==> src/rtl/sbox_sched_if.sv <==
// Handshake and data bundle between the two S-box requesters and the scheduler.
// master = requester side (round controller / key expansion), slave = scheduler.
interface sbox_sched_if;
  logic         state_valid;
  logic         state_ready;
  logic [127:0] state_in;
  logic         state_done;
  logic [127:0] state_out;
  logic         word_valid;
  logic         word_ready;
  logic [31:0]  word_in;
  logic         word_done;
  logic [31:0]  word_out;
  logic         busy;

  modport master (
    output state_valid, state_in, word_valid, word_in,
    input  state_ready, state_done, state_out, word_ready, word_done, word_out, busy
  );

  modport slave (
    input  state_valid, state_in, word_valid, word_in,
    output state_ready, state_done, state_out, word_ready, word_done, word_out, busy
  );
endinterface

==> src/rtl/sbox_scheduler.sv <==
// Shares one 4-byte AES S-box lane between SubBytes (128-bit state, one column
// per cycle) and SubWord (32-bit word, one cycle), with round-robin tie-breaking.

module sbox (
  input  logic [7:0] a,
  output logic [7:0] y
);
  // Byte x of the forward AES S-box lives at bits [8*(255-x) +: 8].
  localparam logic [2047:0] SBOX_TABLE = {
    128'h637c777bf26b6fc53001672bfed7ab76,
    128'hca82c97dfa5947f0add4a2af9ca472c0,
    128'hb7fd9326363ff7cc34a5e5f171d83115,
    128'h04c723c31896059a071280e2eb27b275,
    128'h09832c1a1b6e5aa0523bd6b329e32f84,
    128'h53d100ed20fcb15b6acbbe394a4c58cf,
    128'hd0efaafb434d338545f9027f503c9fa8,
    128'h51a3408f929d38f5bcb6da2110fff3d2,
    128'hcd0c13ec5f974417c4a77e3d645d1973,
    128'h60814fdc222a908846eeb814de5e0bdb,
    128'he0323a0a4906245cc2d3ac629195e479,
    128'he7c8376d8dd54ea96c56f4ea657aae08,
    128'hba78252e1ca6b4c6e8dd741f4bbd8b8a,
    128'h703eb5664803f60e613557b986c11d9e,
    128'he1f8981169d98e949b1e87e9ce5528df,
    128'h8ca1890dbfe6426841992d0fb054bb16
  };

  assign y = SBOX_TABLE[{~a, 3'b000} +: 8];
endmodule

// state   | meaning
// IDLE    | waiting for a request; the only state in which ready can be high
// ST_RUN  | substituting state_buf column cnt, written back in place
// WD_RUN  | substituting word_buf, result captured into word_out
// ST_DONE | state_done pulse
// WD_DONE | word_done pulse
module sbox_scheduler #(
  parameter bit WORD_FIRST = 1'b1
) (
  input  logic       clk,
  input  logic       rst_n,
  sbox_sched_if.slave bus
);
  typedef enum logic [2:0] {IDLE, ST_RUN, WD_RUN, ST_DONE, WD_DONE} fsm_t;

  fsm_t         fsm_q, fsm_d;
  logic [1:0]   cnt_q, cnt_d;
  logic         last_grant_q, last_grant_d;
  logic [127:0] state_buf_q, state_buf_d;
  logic [127:0] state_out_q, state_out_d;
  logic [31:0]  word_buf_q, word_buf_d;
  logic [31:0]  word_out_q, word_out_d;
  logic [31:0]  lane_in, lane_out;
  logic         idle;

  assign idle           = (fsm_q == IDLE);
  assign bus.word_ready  = idle & (~bus.state_valid | ~last_grant_q);
  assign bus.state_ready = idle & (~bus.word_valid | last_grant_q);
  assign bus.state_done  = (fsm_q == ST_DONE);
  assign bus.word_done   = (fsm_q == WD_DONE);
  assign bus.state_out   = state_out_q;
  assign bus.word_out    = word_out_q;
  assign bus.busy        = ~idle;

  // Column c of the state occupies bits [32*(3-c) +: 32].
  assign lane_in = (fsm_q == ST_RUN) ? state_buf_q[{~cnt_q, 5'b00000} +: 32] : word_buf_q;

  for (genvar i = 0; i < 4; i++) begin : g_lane
    sbox u_sbox (.a(lane_in[8*i +: 8]), .y(lane_out[8*i +: 8]));
  end

  always_comb begin
    fsm_d        = fsm_q;
    cnt_d        = cnt_q;
    last_grant_d = last_grant_q;
    state_buf_d  = state_buf_q;
    state_out_d  = state_out_q;
    word_buf_d   = word_buf_q;
    word_out_d   = word_out_q;
    unique case (fsm_q)
      IDLE: begin
        if (bus.word_valid && bus.word_ready) begin
          word_buf_d   = bus.word_in;
          last_grant_d = 1'b1;
          fsm_d        = WD_RUN;
        end else if (bus.state_valid && bus.state_ready) begin
          state_buf_d  = bus.state_in;
          cnt_d        = 2'd0;
          last_grant_d = 1'b0;
          fsm_d        = ST_RUN;
        end
      end
      ST_RUN: begin
        state_buf_d[{~cnt_q, 5'b00000} +: 32] = lane_out;
        cnt_d = cnt_q + 2'd1;
        if (cnt_q == 2'd3) begin
          state_out_d = state_buf_d;
          fsm_d       = ST_DONE;
        end
      end
      WD_RUN: begin
        word_out_d = lane_out;
        fsm_d      = WD_DONE;
      end
      ST_DONE, WD_DONE: fsm_d = IDLE;
      default:          fsm_d = IDLE;
    endcase
  end

  always_ff @(posedge clk) begin
    if (!rst_n) begin
      fsm_q        <= IDLE;
      cnt_q        <= 2'd0;
      last_grant_q <= ~WORD_FIRST;
      state_buf_q  <= '0;
      state_out_q  <= '0;
      word_buf_q   <= '0;
      word_out_q   <= '0;
    end else begin
      fsm_q        <= fsm_d;
      cnt_q        <= cnt_d;
      last_grant_q <= last_grant_d;
      state_buf_q  <= state_buf_d;
      state_out_q  <= state_out_d;
      word_buf_q   <= word_buf_d;
      word_out_q   <= word_out_d;
    end
  end
endmodule

==> src/flat_wrapper.sv <==
// flat-port wrapper written by rule: the top's interface ports become plain ports
module sbox_scheduler_flat 
#(
  parameter bit WORD_FIRST = 1'b1
)
  (clk, rst_n, bus_state_valid, bus_state_in, bus_word_valid, bus_word_in, bus_state_ready, bus_state_done, bus_state_out, bus_word_ready, bus_word_done, bus_word_out, bus_busy);
  sbox_sched_if bus_i ();
  input  logic clk;
  input  logic rst_n;
  input wire logic [$bits(bus_i.state_valid)-1:0] bus_state_valid;
  input wire logic [$bits(bus_i.state_in)-1:0] bus_state_in;
  input wire logic [$bits(bus_i.word_valid)-1:0] bus_word_valid;
  input wire logic [$bits(bus_i.word_in)-1:0] bus_word_in;
  output wire logic [$bits(bus_i.state_ready)-1:0] bus_state_ready;
  output wire logic [$bits(bus_i.state_done)-1:0] bus_state_done;
  output wire logic [$bits(bus_i.state_out)-1:0] bus_state_out;
  output wire logic [$bits(bus_i.word_ready)-1:0] bus_word_ready;
  output wire logic [$bits(bus_i.word_done)-1:0] bus_word_done;
  output wire logic [$bits(bus_i.word_out)-1:0] bus_word_out;
  output wire logic [$bits(bus_i.busy)-1:0] bus_busy;
  assign bus_i.state_valid = bus_state_valid;
  assign bus_i.state_in = bus_state_in;
  assign bus_i.word_valid = bus_word_valid;
  assign bus_i.word_in = bus_word_in;
  assign bus_state_ready = bus_i.state_ready;
  assign bus_state_done = bus_i.state_done;
  assign bus_state_out = bus_i.state_out;
  assign bus_word_ready = bus_i.word_ready;
  assign bus_word_done = bus_i.word_done;
  assign bus_word_out = bus_i.word_out;
  assign bus_busy = bus_i.busy;
  sbox_scheduler #(.WORD_FIRST(WORD_FIRST)) u_core (.clk(clk), .rst_n(rst_n), .bus(bus_i));
endmodule
==> config.mk <==
export PLATFORM = sky130hd
export DESIGN_NAME = sbox_scheduler_flat
export DESIGN_NICKNAME = d
export VERILOG_FILES = /design/src/rtl/sbox_sched_if.sv /design/src/rtl/sbox_scheduler.sv /design/src/flat_wrapper.sv
export SDC_FILE = /design/constraint.sdc
export NUM_CORES = 2
export LEC_CHECK = 0
export ABC_AREA = 1
export CORE_ASPECT_RATIO = 1.4
export CORE_MARGIN = 8
export CORE_UTILIZATION = 40
export DETAILED_ROUTE_END_ITERATION = 10
export MAX_ROUTING_LAYER = met4
export PLACE_DENSITY_LB_ADDON = 0.3
export SLEW_MARGIN = 10
export SYNTH_ARGS = -nofsm -noshare
export SYNTH_HDL_FRONTEND = slang
export SYNTH_SLANG_ARGS = --single-unit
==> constraint.sdc <==
create_clock -name clk -period 3.7 [get_ports clk]
set_input_delay 1.11 -clock clk [delete_from_list [all_inputs] [get_ports clk]]
set_output_delay 1.11 -clock clk [all_outputs]
set_load 0.05 [all_outputs]
# Word-level counts from Yosys, hierarchy flattened
# Index checks and enable logic that the tools add are counted.
# word_totals
out_inout_bits,165
ff_bits,326
in_bits,164
word_cells,62
# classes
bitwise,13
n_reduce_logical,10
n_addsub,2
shifts,7
eq_ne,9
n_mux,14
# ops
operator,count
$shiftx A2048 B12 Y8 const A,4
$mux W128,2
$pmux W128 S2,1
$bwmux W128,1
$shift A32 B9 Y128 const A,1
$shiftx A128 B8 Y32,1
$shiftx A32 B9 Y128,1
$mux W32,1
$not A8 Y8,4
$mux W3,3
$neg A7 Y9,1
$pmux W3 S3,1
$reduce_and A2 Y1,4
$eq A3 B2 Y1 const B,2
$ne A2 B2 Y1 const B,3
$mux W2,2
$not A1 Y1,4
$pmux W2 S2,1
$reduce_bool A2 Y1,2
$eq A3 B1 Y1 const B,1
$eq A3 B3 Y1 const B,1
$logic_not A3 Y1,1
$ne A3 B3 Y1 const B,1
$reduce_and A3 Y1,1
other kinds (7),11

# Longest topological paths before layout
# depth
ltp_word,8
ltp_mapped,25
ltp_nobuf,23

# Hierarchy
# From an unflattened synthesis, not the netlist that was laid out.
# unflattened
cells_unflattened,5269
area_unflattened_um2,28780.1
# modules_own_cells
mod,area_each_um2,n_inst,seq_area_each_um2,cells_per_inst
sbox_scheduler,17133.9,1,6526.3,2765
sbox,2911.5,4,0.0,626

# Least setup slack after synthesis
# Ideal clock, no wire load.
# synth_timing
path_kind,in2reg
startpoint,input bus_word_valid
endpoint,register u_core.state_buf_q[70]
path_buffers,3
t_arrival_ps,3307
required_ps,3630
setup_ps,70
stages,12
path_slack_ps,322
path_cell_list,clkbuf_1 a21oi_1 nand2_1 nand2_1 inv_1 nor2_1 clkinv_1 clkbuf_1 clkbuf_1 nor2_1 nand2_1 a21oi_1
# synth_via
elab_chain_len,6
elab_cells_between_ends,8
cone_classes,eq/ne (2); bitwise (3); reduce/logical (3)
# synth_rtl
element,line_no,source
start: declaration,flat_wrapper.sv:12,input wire logic [$bits(bus_i.word_valid)-1:0] bus_word_valid;
$not A1 Y1,sbox_scheduler.sv:58,assign bus.state_ready = idle & (~bus.word_valid | last_grant_q);
$or A1 B1 Y1,sbox_scheduler.sv:58,
$and A1 B1 Y1,sbox_scheduler.sv:58,
named net bus_state_ready,flat_wrapper.sv:14,output wire logic [$bits(bus_i.state_ready)-1:0] bus_state_ready;
$logic_and A1 B1 Y1,sbox_scheduler.sv:86,end else if (bus.state_valid && bus.state_ready) begin
$ne A2 B2 Y1 (no line),-,
$reduce_and A3 Y1 (no line),-,
end signal: assignment,sbox_scheduler.sv:123,state_buf_q <= state_buf_d;
end: declaration,sbox_scheduler.sv:49,"logic [127:0] state_buf_q, state_buf_d;"
# The timed path passes the listed nets, and every way through them passes these cells.
# A chain may end at the register's enable or synchronous reset.

# Worst setup path in the final report
# layout_timing
startpoint,register u_core.cnt_q[0]
endpoint,register u_core.state_out_q[79] (netlist: u_core.bus.state_out[79])
# layout_via
elab_chain_len,7
elab_cells_between_ends,17
cone_classes,add/sub (1); eq/ne (1); shift (7); mux (2); bitwise (5); reduce/logical (1)
# layout_rtl
element,line_no,source
start: declaration,sbox_scheduler.sv:47,"logic [1:0] cnt_q, cnt_d;"
start signal: assignment,sbox_scheduler.sv:121,cnt_q <= cnt_d;
$not A2 Y2,"sbox_scheduler.sv:66, sbox_scheduler.sv:94",
$shiftx A128 B8 Y32,sbox_scheduler.sv:66,"assign lane_in = (fsm_q == ST_RUN) ? state_buf_q[{~cnt_q, 5'b00000} +: 32] : word_buf_q;"
$mux W32,sbox_scheduler.sv:66,
$not A8 Y8,sbox_scheduler.sv:28,"assign y = SBOX_TABLE[{~a, 3'b000} +: 8];"
$shiftx A2048 B12 Y8,sbox_scheduler.sv:28,
$shiftx A32 B9 Y128,sbox_scheduler.sv:94,"state_buf_d[{~cnt_q, 5'b00000} +: 32] = lane_out;"
$bwmux W128,sbox_scheduler.sv:94,
end signal: assignment,sbox_scheduler.sv:124,state_out_q <= state_out_d;
end: declaration,sbox_scheduler.sv:50,"logic [127:0] state_out_q, state_out_d;"
# Several ways; a longest one is shown, not always the timed one.

==> key figures <==
Die
  • Core ar.: 71,260 um2
  • Num rows: 116
  • Die Y: 333.1 um
  • Die Area: 80,790 um2
  • Die extent in x: 242.5 um
  • Initial Util: 0.4032
  • # IOs: 329

STA
  • Period utilisation layout: 0.9900
  • Relative slew slack: 0.2807
  • Slew @ Worst Pin: 1.077 ns
  • Fmax: 273.0 MHz
  • Max Slew Vio Count: 0
  • Final worst path period need: 3.663 ns
  • Total negative slack: 0 ns
  • Final setup viols: 0
  • Final Hold Viols: 0
  • Clk_skew: 0.02600 ns

Routing
  • 1st-iter DRT viols: 6,258
  • Wire per inst: 26.14 um
  • Post-Route WL: 174,500 um
  • Remaining antenna violation count: 0
  • Residual DRC: 0
  • Drt via density: 6.115
  • DRT Pass-1 Iters: 9
  • Vias post-DR: 40,830

Placed design
  • Port Buffer Count: 328
  • Gpl congestion: 1.119
  • Post-DP HPWL: 131,200 um
  • Cell Area, Placed: 36,580 um2

Min path
  • Type of the worst min-delay path: reg -> reg

Worst setup path
  • Crit Path Max Fanout: 20
  • CP cell instances: inv_8, buf_12, buf_4, nand2_1, nand3_1, nand2_1, nand2_1, o21ai_2, nand2_1, o21ai_0, a21oi_1, nand2_1, nand2_1, nand3_1, nand2_4, nand3_2, o21ai_0, buf_4, o21bai_1, inv_1
  • Setup crit end kind: register
  • CP arrival: 4.14 ns
  • CP Class: reg -> reg
  • CP required: 4.18 ns
  • Worst setup SP type: register
  • Slowest stage cell, crit path: dfxtp_4
  • Most common cell type on the critical path: nand2_1
  • Max incr delay on CP: 0.40 ns

Layout
  • Final #Nets: 5,923
  • Final instance area: 38,490 um2
  • Layout area overhead: 33.95%
  • Share of cells above drive strength 1: 0.1511

Synthesis
  • Synth top area share: 0.2271
  • Post-synthesis cell area: 28,740 um2
  • Async S/R FF share, synth: 0
  • Yosys Warn Count: 0
  • Average cell area after synthesis: 5.635 um2
  • Post-synth EDFFs: 0
  • Top cells by area, synth: dfxtp_1, nand2_1, nand3_1, nor2_1, a21oi_1
  • Cell with the most instances after synthesis: nand2_1
  • Post-synth top cells: nand2_1, nand3_1, nor2_1
  • Synth Flop Type: dfxtp_1
  • Synthesized flop and latch total: 326
  • Cell variety after synth: 42
  • Cell taking the most area after synthesis: dfxtp_1
  • Synthesized Nets: 5,320
  • Seq/Total Area, Yosys: 0.2271
  • Post-synthesis cell count: 5,099

Clock tree
  • CTS tree: yes
  • Skew-Pair Late Insertion Delay: 0.61 ns
  • Total CTS buffers: 38
  • Clock slew at reported path FFs: 0.07 ns
  • H-tree levels: 2
  • Clock sinks: 326
  • CTS root buffer: clkbuf_16
  • CTS Buffer Depth: 3

Global routing
  • Largest net degree at the start of global routing: 129
  • Number of global-route vias before repair: 38,620
  • Total track usage: 0.4165
  • Antenna violations before repair: 1
  • First-pass GRT wire length: 251,800 um
  • GR Overflow Total: 0

Status
  • Status: finished, final reports clean

Run
  • Max-cap violations: 0
-- registers in the layout, summed over array words and instances (netlist names) --
| name | count |
|---|---|
| u_core.bus.state_out | 128 |
| u_core.cnt_q | 2 |
| u_core.state_buf_q | 128 |
| u_core.word_buf_q | 32 |
| u_core.fsm_q | 3 |
| u_core.bus.word_out | 32 |
| u_core.last_grant_q | 1 |
-- metrics by stage --
step           cells  utilization  hold slack [ns]  setup WS (ns)
2_1_floorplan   5099            -           0.4297         0.3223
3_3_place_gp    6592       0.5133           0.4512       -0.09058
3_5_place_dp    6592       0.5133           0.4524        -0.1034
4_1_cts         6660       0.5320           0.4652       0.005428
5_1_grt         6675       0.5401           0.4867       -0.04690
6_report        6676       0.5401           0.4639        0.03697
-- cells by family after synthesis --
| logic type | after synthesis | share of synthesized area |
|---|---|---|
| buffers and inverters | 735 | 0.1116 |
| AO/OA/AOI/OAI | 737 | 0.1480 |
| flip-flops | 326 | 0.2271 |
| AND/OR/NAND/NOR | 3244 | 0.4884 |
| adder cells (fa/ha/maj) | 57 | 0.02482 |
-- repair_timing --
item                                    in CTS  in global routing
gates cloned                                 0                  2
hold buffers                                 0                  0
resized for setup                            7                107
setup buffers                                0                 12
pin swaps                                    0                  4
endpoints found under the hold margin        0                  0
endpoints found under the setup margin      37                222
-- cell usage in the layout, fill, tap and decap left out, types with 4 or more instances in the layout --
cell,count
a21oi_1,273
o21ai_0,227
o21ai_4,6
clkinv_2,4
inv_1,343
o22ai_1,9
clkbuf_8,8
o21ai_2,12
nand3_4,4
nand3_1,1064
buf_4,541
clkinvlp_4,4
o211ai_1,123
nor2_4,10
nand2_2,69
buf_12,59
nand4_1,66
dfxtp_1,324
nor3_1,6
nand3_2,21
inv_2,15
ha_1,53
o21ai_1,23
inv_6,5
a31oi_1,10
nand3b_1,10
clkbuf_1,4
clkdlybuf4s50_1,325
o21bai_1,44
nor2_2,11
nand2_1,1532
nand2_4,26
nor2_1,418
clkbuf_16,39
-- layout make-up --
cell class	count	area [um2]
Fill cell	7151	32770
Multi-Input combinational cell	4038	19460
Timing Repair Buffer	930	8569
Sequential cell	326	6531
Inverter	367	1415
Tap cell	944	1181
Clock buffer	50	1076
Clock inverter	18	234.0
Timing Repair inverter	1	16.27
Antenna cell	2	5.005
-- metal layers --
layer  track usage  vias up  routed length [um]
met3       0.07760      901               18560
met5             -        -                   0
met1        0.4789    18650               62240
met2        0.6443     3191               77090
li1              -    18080                   -
met4        0.3085        0               16620
-- critical path, delay by kind of cell, from the launching register on --
| family | cells | cell delay, ns |
|---|---|---|
| AO/OA/AOI/OAI | 5 | 0.82 |
| buffers and inverters | 5 | 0.65 |
| flip-flops | 1 | 0.40 |
| AND/OR/NAND/NOR | 10 | 1.66 |
-- path summary, 6_finish.rpt --
check,cells after the start,slack [ns],end,startpoint
setup / recovery,20,0.04,u_core.bus.state_out[79]$_SDFFE_PN0P_,u_core.cnt_q[0]$_SDFFE_PN0P_
hold / removal,2,0.46,u_core.state_buf_q[65]$_SDFFE_PN0P_,u_core.state_buf_q[65]$_SDFFE_PN0P_
setup reg to reg,20,0.04,u_core.bus.state_out[79]$_SDFFE_PN0P_,u_core.cnt_q[0]$_SDFFE_PN0P_
hold reg to reg,2,0.46,u_core.state_buf_q[65]$_SDFFE_PN0P_,u_core.state_buf_q[65]$_SDFFE_PN0P_
Power is not shown: default switching activity piles up to over one toggle a cycle in this logic, so the estimate is an artifact.
